**src/rtl/brick_sort_engine.sv**
```systemverilog
// brick_sort_engine: sequential odd-even transposition (brick) sorter.
// Accepts one N = 2**LOG_INPUT_NUM element vector over valid/ready. It then applies
// STAGES_PER_CYCLE alternating even/odd compare-exchange phases per clock to an
// internal register and presents the sorted vector over valid/ready.
//
// Optional feature macro: BRICK_SORT_EARLY_EXIT_EN
//   When defined, the engine finishes early once an even and an odd phase in a row
//   both make zero swaps. The default build always runs exactly N phases.
//
// Ports:
//   clk          single clock, rising edge
//   rst          synchronous active-high reset
//   in_valid     input vector valid
//   in_ready     engine can accept (IDLE only)
//   in_data      N*DATA_WIDTH; element i at [DATA_WIDTH*(i+1)-1 : DATA_WIDTH*i]
//   out_valid    sorted vector valid (DONE)
//   out_ready    consumer accepts
//   out_data     sorted vector, same packing
//   busy         high in SORT or DONE
//   phases_used  phases executed for the current output
module brick_sort_engine #(
  parameter int unsigned LOG_INPUT_NUM    = 4,
  parameter int unsigned DATA_WIDTH       = 32,
  parameter int unsigned SIGNED           = 0,
  parameter int unsigned ASCENDING        = 1,
  parameter int unsigned STAGES_PER_CYCLE = 1
) (
  input  logic                                   clk,
  input  logic                                   rst,
  input  logic                                   in_valid,
  output logic                                   in_ready,
  input  logic [(2**LOG_INPUT_NUM)*DATA_WIDTH-1:0] in_data,
  output logic                                   out_valid,
  input  logic                                   out_ready,
  output logic [(2**LOG_INPUT_NUM)*DATA_WIDTH-1:0] out_data,
  output logic                                   busy,
  output logic [LOG_INPUT_NUM:0]                 phases_used
);

  localparam int unsigned N  = 2 ** LOG_INPUT_NUM;
  localparam int unsigned VW = N * DATA_WIDTH;
  localparam int unsigned PW = LOG_INPUT_NUM + 1;

  typedef enum logic [1:0] {
    IDLE = 2'd0,
    SORT = 2'd1,
    DONE = 2'd2
  } state_e;

  state_e          state_q, state_d;
  logic [VW-1:0]   data_q, data_d;
  logic [PW-1:0]   phase_q, phase_d;
  logic            in_ready_q, in_ready_d;
  logic            out_valid_q, out_valid_d;
  logic            busy_q, busy_d;

  logic [VW-1:0]   ph0_vec;
  logic [VW-1:0]   ph1_vec;
  logic [VW-1:0]   sorted_vec;
  logic            early_exit;

  // True when the pair (a at lower index, b at higher index) must be exchanged.
  // Strict comparison keeps equal values in place.
  function automatic logic out_of_order(input logic [DATA_WIDTH-1:0] a,
                                        input logic [DATA_WIDTH-1:0] b);
    logic gt;
    logic lt;
    if (SIGNED != 0) begin
      gt = $signed(a) > $signed(b);
      lt = $signed(a) < $signed(b);
    end else begin
      gt = a > b;
      lt = a < b;
    end
    return (ASCENDING != 0) ? gt : lt;
  endfunction

  // One brick phase: even phase pairs (0,1),(2,3)..; odd phase pairs (1,2),(3,4)..
  // so elements 0 and N-1 pass through an odd phase untouched.
  function automatic logic [VW-1:0] brick_phase(input logic [VW-1:0] v, input logic odd);
    logic [VW-1:0]         r;
    logic [DATA_WIDTH-1:0] a;
    logic [DATA_WIDTH-1:0] b;
    r = v;
    for (int unsigned i = 0; i + 1 < N; i++) begin
      a = v[i*DATA_WIDTH +: DATA_WIDTH];
      b = v[(i+1)*DATA_WIDTH +: DATA_WIDTH];
      if ((i[0] == odd) && out_of_order(a, b)) begin
        r[i*DATA_WIDTH +: DATA_WIDTH]     = b;
        r[(i+1)*DATA_WIDTH +: DATA_WIDTH] = a;
      end
    end
    return r;
  endfunction

  // Phase network: the second phase is only selected for two phases per clock.
  always_comb begin
    ph0_vec    = brick_phase(data_q, phase_q[0]);
    ph1_vec    = brick_phase(ph0_vec, ~phase_q[0]);
    sorted_vec = (STAGES_PER_CYCLE == 2) ? ph1_vec : ph0_vec;
  end

`ifdef BRICK_SORT_EARLY_EXIT_EN
  // Swap tracking: with no ties ever exchanged, a phase swapped iff it changed the vector.
  logic prev_swap_q, prev_swap_d;
  logic swap0, swap1;

  always_comb begin
    swap0 = (ph0_vec != data_q);
    swap1 = (ph1_vec != ph0_vec);
    if (STAGES_PER_CYCLE == 2) begin
      early_exit = !swap0 && !swap1;
    end else begin
      early_exit = (phase_q != '0) && !swap0 && !prev_swap_q;
    end
  end
`else
  assign early_exit = 1'b0;
`endif

  // Next-state and registered-output logic.
  always_comb begin
    state_d = state_q;
    data_d  = data_q;
    phase_d = phase_q;
`ifdef BRICK_SORT_EARLY_EXIT_EN
    prev_swap_d = prev_swap_q;
`endif
    case (state_q)
      IDLE: begin
        if (in_valid && in_ready_q) begin
          data_d  = in_data;
          phase_d = '0;
`ifdef BRICK_SORT_EARLY_EXIT_EN
          prev_swap_d = 1'b0;
`endif
          state_d = SORT;
        end
      end
      SORT: begin
        data_d  = sorted_vec;
        phase_d = phase_q + PW'(STAGES_PER_CYCLE);
`ifdef BRICK_SORT_EARLY_EXIT_EN
        prev_swap_d = (STAGES_PER_CYCLE == 2) ? swap1 : swap0;
`endif
        if ((phase_d >= PW'(N)) || early_exit) begin
          state_d = DONE;
        end
      end
      DONE: begin
        if (out_ready) begin
          state_d = IDLE;
        end
      end
      default: state_d = IDLE;
    endcase
    in_ready_d  = (state_d == IDLE);
    out_valid_d = (state_d == DONE);
    busy_d      = (state_d != IDLE);
  end

  // State and output registers.
  always_ff @(posedge clk) begin
    if (rst) begin
      state_q     <= IDLE;
      data_q      <= '0;
      phase_q     <= '0;
      in_ready_q  <= 1'b1;
      out_valid_q <= 1'b0;
      busy_q      <= 1'b0;
`ifdef BRICK_SORT_EARLY_EXIT_EN
      prev_swap_q <= 1'b0;
`endif
    end else begin
      state_q     <= state_d;
      data_q      <= data_d;
      phase_q     <= phase_d;
      in_ready_q  <= in_ready_d;
      out_valid_q <= out_valid_d;
      busy_q      <= busy_d;
`ifdef BRICK_SORT_EARLY_EXIT_EN
      prev_swap_q <= prev_swap_d;
`endif
    end
  end

  assign in_ready    = in_ready_q;
  assign out_valid   = out_valid_q;
  assign busy        = busy_q;
  assign out_data    = data_q;
  assign phases_used = phase_q;

endmodule

```
**config.mk**
```make
export PLATFORM = sky130hd
export DESIGN_NAME = brick_sort_engine
export DESIGN_NICKNAME = d
export VERILOG_FILES = /design/src/rtl/brick_sort_engine.sv
export SDC_FILE = /design/constraint.sdc
export NUM_CORES = 2
export LEC_CHECK = 0
export CORE_AREA = 10 10 392 394
export CTS_CLUSTER_SIZE = 30
export DETAILED_ROUTE_END_ITERATION = 6
export DIE_AREA = 0 0 402 404
export PLACE_DENSITY = 0.52
export SYNTH_ARGS = -nofsm -noshare
export SYNTH_HDL_FRONTEND = slang
export SYNTH_SLANG_ARGS = --single-unit
```
**constraint.sdc**
```tcl
create_clock -name clk -period 6.5 [get_ports clk]
set_clock_uncertainty 0.15 [all_clocks]
set_input_delay 1.95 -clock clk [delete_from_list [all_inputs] [get_ports clk]]
set_output_delay 1.95 -clock clk [all_outputs]
set_load 0.02 [all_outputs]
```
Word-level counts from Yosys, hierarchy flattened
Cells that the tools add are included.
{"block": "totals", "elab_cells": 119, "latchBits": 0, "memories": 0, "ff_bits": 522, "romBits": 0, "ramBits": 0, "in_bits": 516, "output_inout_bits": 520}
{"block": "op_classes", "n_addsub": 1, "n_reduce_logical": 37, "n_bitwise": 1, "n_div": 0, "shift": 0, "magnitude_cmp": 16, "n_eq_ne": 20, "muxes": 23, "mul": 0}
{"op": "one-hot mux 512 bit (2 select lines)", "count": 1}
{"op": "2-to-1 mux 64 bit", "count": 15}
{"op": "2-to-1 mux 512 bit", "count": 1}
{"op": "greater-than comparator 32 bit", "count": 15}
{"op": "AND reduction 3 bit", "count": 16}
{"op": "inequality test 3 bit, second input constant", "count": 14}
{"op": "logical AND 1 bit", "count": 16}
{"op": "one-hot mux 5 bit (2 select lines)", "count": 1}
{"op": "2-to-1 mux 2 bit", "count": 3}
{"op": "inequality test 2 bit, second input constant", "count": 3}
{"op": "one-hot mux 2 bit (3 select lines)", "count": 1}
{"op": "adder 5 x 1 -> 5 bit, second input constant", "count": 1}
{"op": ">= comparator 5 bit, second input constant", "count": 1}
{"op": "2-to-1 mux 5 bit", "count": 1}
{"op": "equality test 2 bit, second input constant", "count": 2}
{"op": "logical NOT 2 bit", "count": 2}
{"op": "nonzero test 2 bit", "count": 2}
{"op": "equality test 2 x 1 -> 1 bit, second input constant", "count": 1}
{"op": "AND reduction 2 bit", "count": 1}
{"op": "NOT 1 bit", "count": 1}

Longest topological paths before layout
{"block": "depth", "word_depth": 18, "mapped_depth": 12, "ltp_nobuf": 10}

Worst setup path after synthesis
Ideal clock, no wire load.
{"block": "synth_path", "path_type": "input to register", "start": "input port in_valid", "end": "register data_q[321] (netlist: out_data[321])", "n_path_buf": 3, "path_stages": 8, "setup_time_ns": 0.086, "slack_ns": 2.791, "arrival_ns": 3.474, "path_cell_list": "a21oi_1 or2_2 clkbuf_1 buf_2 a21oi_2 clkbuf_1 nor2_1 a211oi_1"}
{"block": "synth_via", "elab_chain_len": 3}
{"item": "start: declaration", "line_no": "30", "source": "input logic in_valid,"}
{"item": "logical AND 1 bit", "line_no": "131", "source": "if (in_valid && in_ready_q) begin"}
{"item": "inequality test 2 bit (no line)"}
{"item": "AND reduction 3 bit (no line)"}
{"item": "end signal: assignment", "line_no": "176", "source": "data_q <= data_d;"}
{"item": "end: declaration", "line_no": "51", "source": "logic [VW-1:0] data_q, data_d;"}
Every way passes these cells.
A chain may end at the register's enable or synchronous reset.

Worst setup path after layout
{"block": "layout_path", "start": "register data_q[399] (netlist: out_data[399])", "end": "register data_q[363] (netlist: out_data[363])"}
{"block": "layout_via", "elab_chain_len": 4, "word_cells_on_any_way": 6, "cone_classes": "order compare: 1; eq/ne: 1; mux: 2; reduce/logical: 2"}
{"item": "greater-than comparator 32 bit (*)", "line_no": "72", "source": "gt = a > b;"}
{"item": "logical AND 1 bit (*)", "line_no": "88", "source": "if ((i[0] == odd) && out_of_order(a, b)) begin"}
{"item": "inequality test 3 bit (no line) / 2-to-1 mux 64 bit (equally long branches)"}
{"item": "AND reduction 3 bit (no line) / one-hot mux 512 bit (2 select lines) (equally long branches)"}
Every way passes the cells marked *; elsewhere a longest branch is shown, timed or not. The select of a mux whose other input is x is not followed.

==> results.cfg <==
[global_route]
grt_max_degree = 158
grt_pass1_vias = 39785
grt_overflow = 0
grt_pass1_wl_mm = 321
grt_usage_pct = 27.1
grt_antenna_before_repair = 62

[place]
dp_hpwl_mm = 181
finalWeightedCongestion = 0.928
dpl_worst_slack_ps = 1240
place_area_um2 = 48200
dp_cells = 6886
port_buffers = 1035

[hold_path]
hp-class = reg2reg
hp-start = out_data[501]

[logic_synthesis]
syn_inst = 4177
synthesis.nets = 5174
synth_top_family_by_area = compound AO/OA/AOI/OAI gates
yosys.area_share.xor_xnor_pct = 0.0243
synth_ff_type = dfxtp_1
synth-simple-area-share_pct = 11.8
muxShareOfSynthArea_pct = 0
synth_cell_types = 84
synth_edf_count = 0
synth_fa_ha_area_share_pct = 16.7
syn_area_per_cell_um2 = 8.61
ys_seq_elements = 522
synth_seq_area_share_pct = 29.0
synth_area_um2 = 36000
synthArstFlopShare_pct = 0
synth_compound_area_share_pct = 33.3
yosysWarnings = 0

[clocking]
cts_hold_buf = 0
clock-sinks = 522
cts_tree = done
postCtsSetupRepairBufs = 0
cts_resized = 0
clockBufferDepth = 3
cts.clk_slew.worst_paths_ps = 60
cts-root-buf = clkbuf_16
htreeDepth = 3
cts_buffers = 70
clk-insertion-delay-late_ps = 670

[run_status]
outcome = complete, but fails checks
violations = DRC

[pwr]
p_total_mw = 16.9
leakage_nw = 18.9
power.density_nw_per_um2 = 334
ir_drop_uv = 152

[worst_setup_path]
crit_path_end_kind = register
path_class = reg2reg
cp-startpoint = out_data[399]
worst_setup_path_start_kind = register
critPathMaxFanout = 33
arrival_ps = 4940
r2r-start = out_data[399]
cp_data_required_time_ps = 6840

[timing]
finalSetupViolCount = 0
worst_pin_slew_ps = 1300
drv_slew = 0
setup_ws_ps = 1900
hold_slack_ps = 358
min_period_over_period_pct = 70.8
setup_tns_ps = 0
period_needed_ps = 4600
rsz0062_at_grt = false
slew_headroom_pct = 13.1
fmax_mhz = 217
hold_violations = 0

[layout]
layout_commonest_cell = clkdlybuf4s50_1
layout_common_cells = clkdlybuf4s50_1, dfxtp_1, inv_1, ha_1, a222oi_1
final_util_pct = 34.7
drive_above_1_share_pct = 6.25
nNetsFinal = 6038
design_area_um2 = 50500
area_delta_synth_final_pct = 40.4
fin_cells = 7031

[floorplanning]
row_count = 140
core_area_um2 = 145000
die_h_um = 404
die-area_um2 = 162000
start_util_pct = 24.7
die_w_um = 402
ios = 1036

[route]
antenna_left = 0
drt_iter0_drc = 5469
num_vias = 41829
vias_per_cell = 5.95
first_pass_iters = 7
wl_mm = 235
drcViolationCount = 169
wl_per_cell_um = 33.4

[job]
maxCapViolations = 0
[critical path, stage by stage (launching register included)]
cell and delay (ps):
dfxtp_1 670, inv_1 90, ha_1 310, nand4_1 130, nor4_1 660, a21bo_2 300, o211ai_1 180, and2_1 260
o311ai_4 110, buf_4 290, nand2b_1 790, buf_4 330, a221oi_1 110
[registers in the layout (all words and copies together), names as in the netlist]
| name | cells |
|---|---|
| out_data | 512 |
| phases_used | 5 |
| state_q | 2 |
| busy | 1 |
| in_ready | 1 |
| out_valid | 1 |
[Yosys cell counts, types with 4 or more instances]
library cell	n	area (µm²)
dfxtp_1	522	10500
inv_1	497	1870
ha_1	481	6020
a222oi_1	384	3840
nor2_1	367	1380
a21oi_1	234	1170
clkbuf_1	226	848
a211oi_1	225	1690
nand2_1	222	833
a221oi_1	110	963
o2bb2ai_1	97	850
nand4_1	93	582
nand3_1	88	440
a211oi_2	81	1010
a22o_1	65	569
o21ai_0	56	280
buf_2	47	235
nor3_1	47	235
a311oi_1	34	298
o311ai_0	32	280
a21o_1	25	188
buf_1	23	86.3
o211ai_1	21	158
nor2b_1	17	106
buf_6	15	169
and4_1	13	114
nor4_1	13	81.3
o21ai_1	11	55.1
nand2b_1	10	62.6
a31oi_1	7	43.8
buf_4	7	52.6
or3_1	6	37.5
or4_1	6	45.0
a22oi_1	5	37.5
a221o_1	4	40.0
and2_1	4	25.0
o21a_1	4	30.0
[final cells by class]
| cell class | count | area (µm²) |
|---|---|---|
| tap | 1917 | 2400 |
| fill | 15137 | 94900 |
| antenna | 26 | 65.1 |
| timing repair buffer | 1110 | 11000 |
| clock buffer | 94 | 1980 |
| multi-input combinational | 2838 | 22400 |
| sequential | 522 | 10500 |
| clock inverter | 25 | 284 |
| inverter | 499 | 1870 |
[path summary, 6_finish.rpt]
check | cells past startpoint | end | slack, ps
max reg2reg | 12 | out_data[363] | 1900
max | 12 | out_data[363] | 1900
min reg2reg | 2 | out_data[501] | 360
min | 2 | out_data[501] | 360
[report_power, final]
| part | leakage, nW | switching [mW] | internal [mW] |
|---|---|---|---|
| registers | 4.31 | 1.84 | 3.76 |
| logic | 13.5 | 4.17 | 3.08 |
| clock network | 1.12 | 1.68 | 2.34 |
| total | 18.9 | 7.70 | 9.18 |
[kinds of logic (layout without fill, tap and decap cells)]
logic type               after synthesis  in the layout
AND/OR/NAND/NOR                      918            918
AO/OA/AOI/OAI                       1438           1438
flip-flops                           522            522
XOR/XNOR                               1              1
other                                  0             26
adder cells (fa/ha/maj)              481            481
buffers and inverters                817           1728
[metal layers]
layer | global-route usage, % | share of wire [%] | wire length (µm) | up-vias
li1 | - | - | - | 18111
met2 | 46.3 | 48 | 112000 | 2366
met5 | 0 | 0.19 | 453 | -
met3 | 7.02 | 9.0 | 21000 | 520
met4 | 12.5 | 5.1 | 12000 | 68
met1 | 31.5 | 38 | 89100 | 20764
Power figures use the tool's default switching activity.
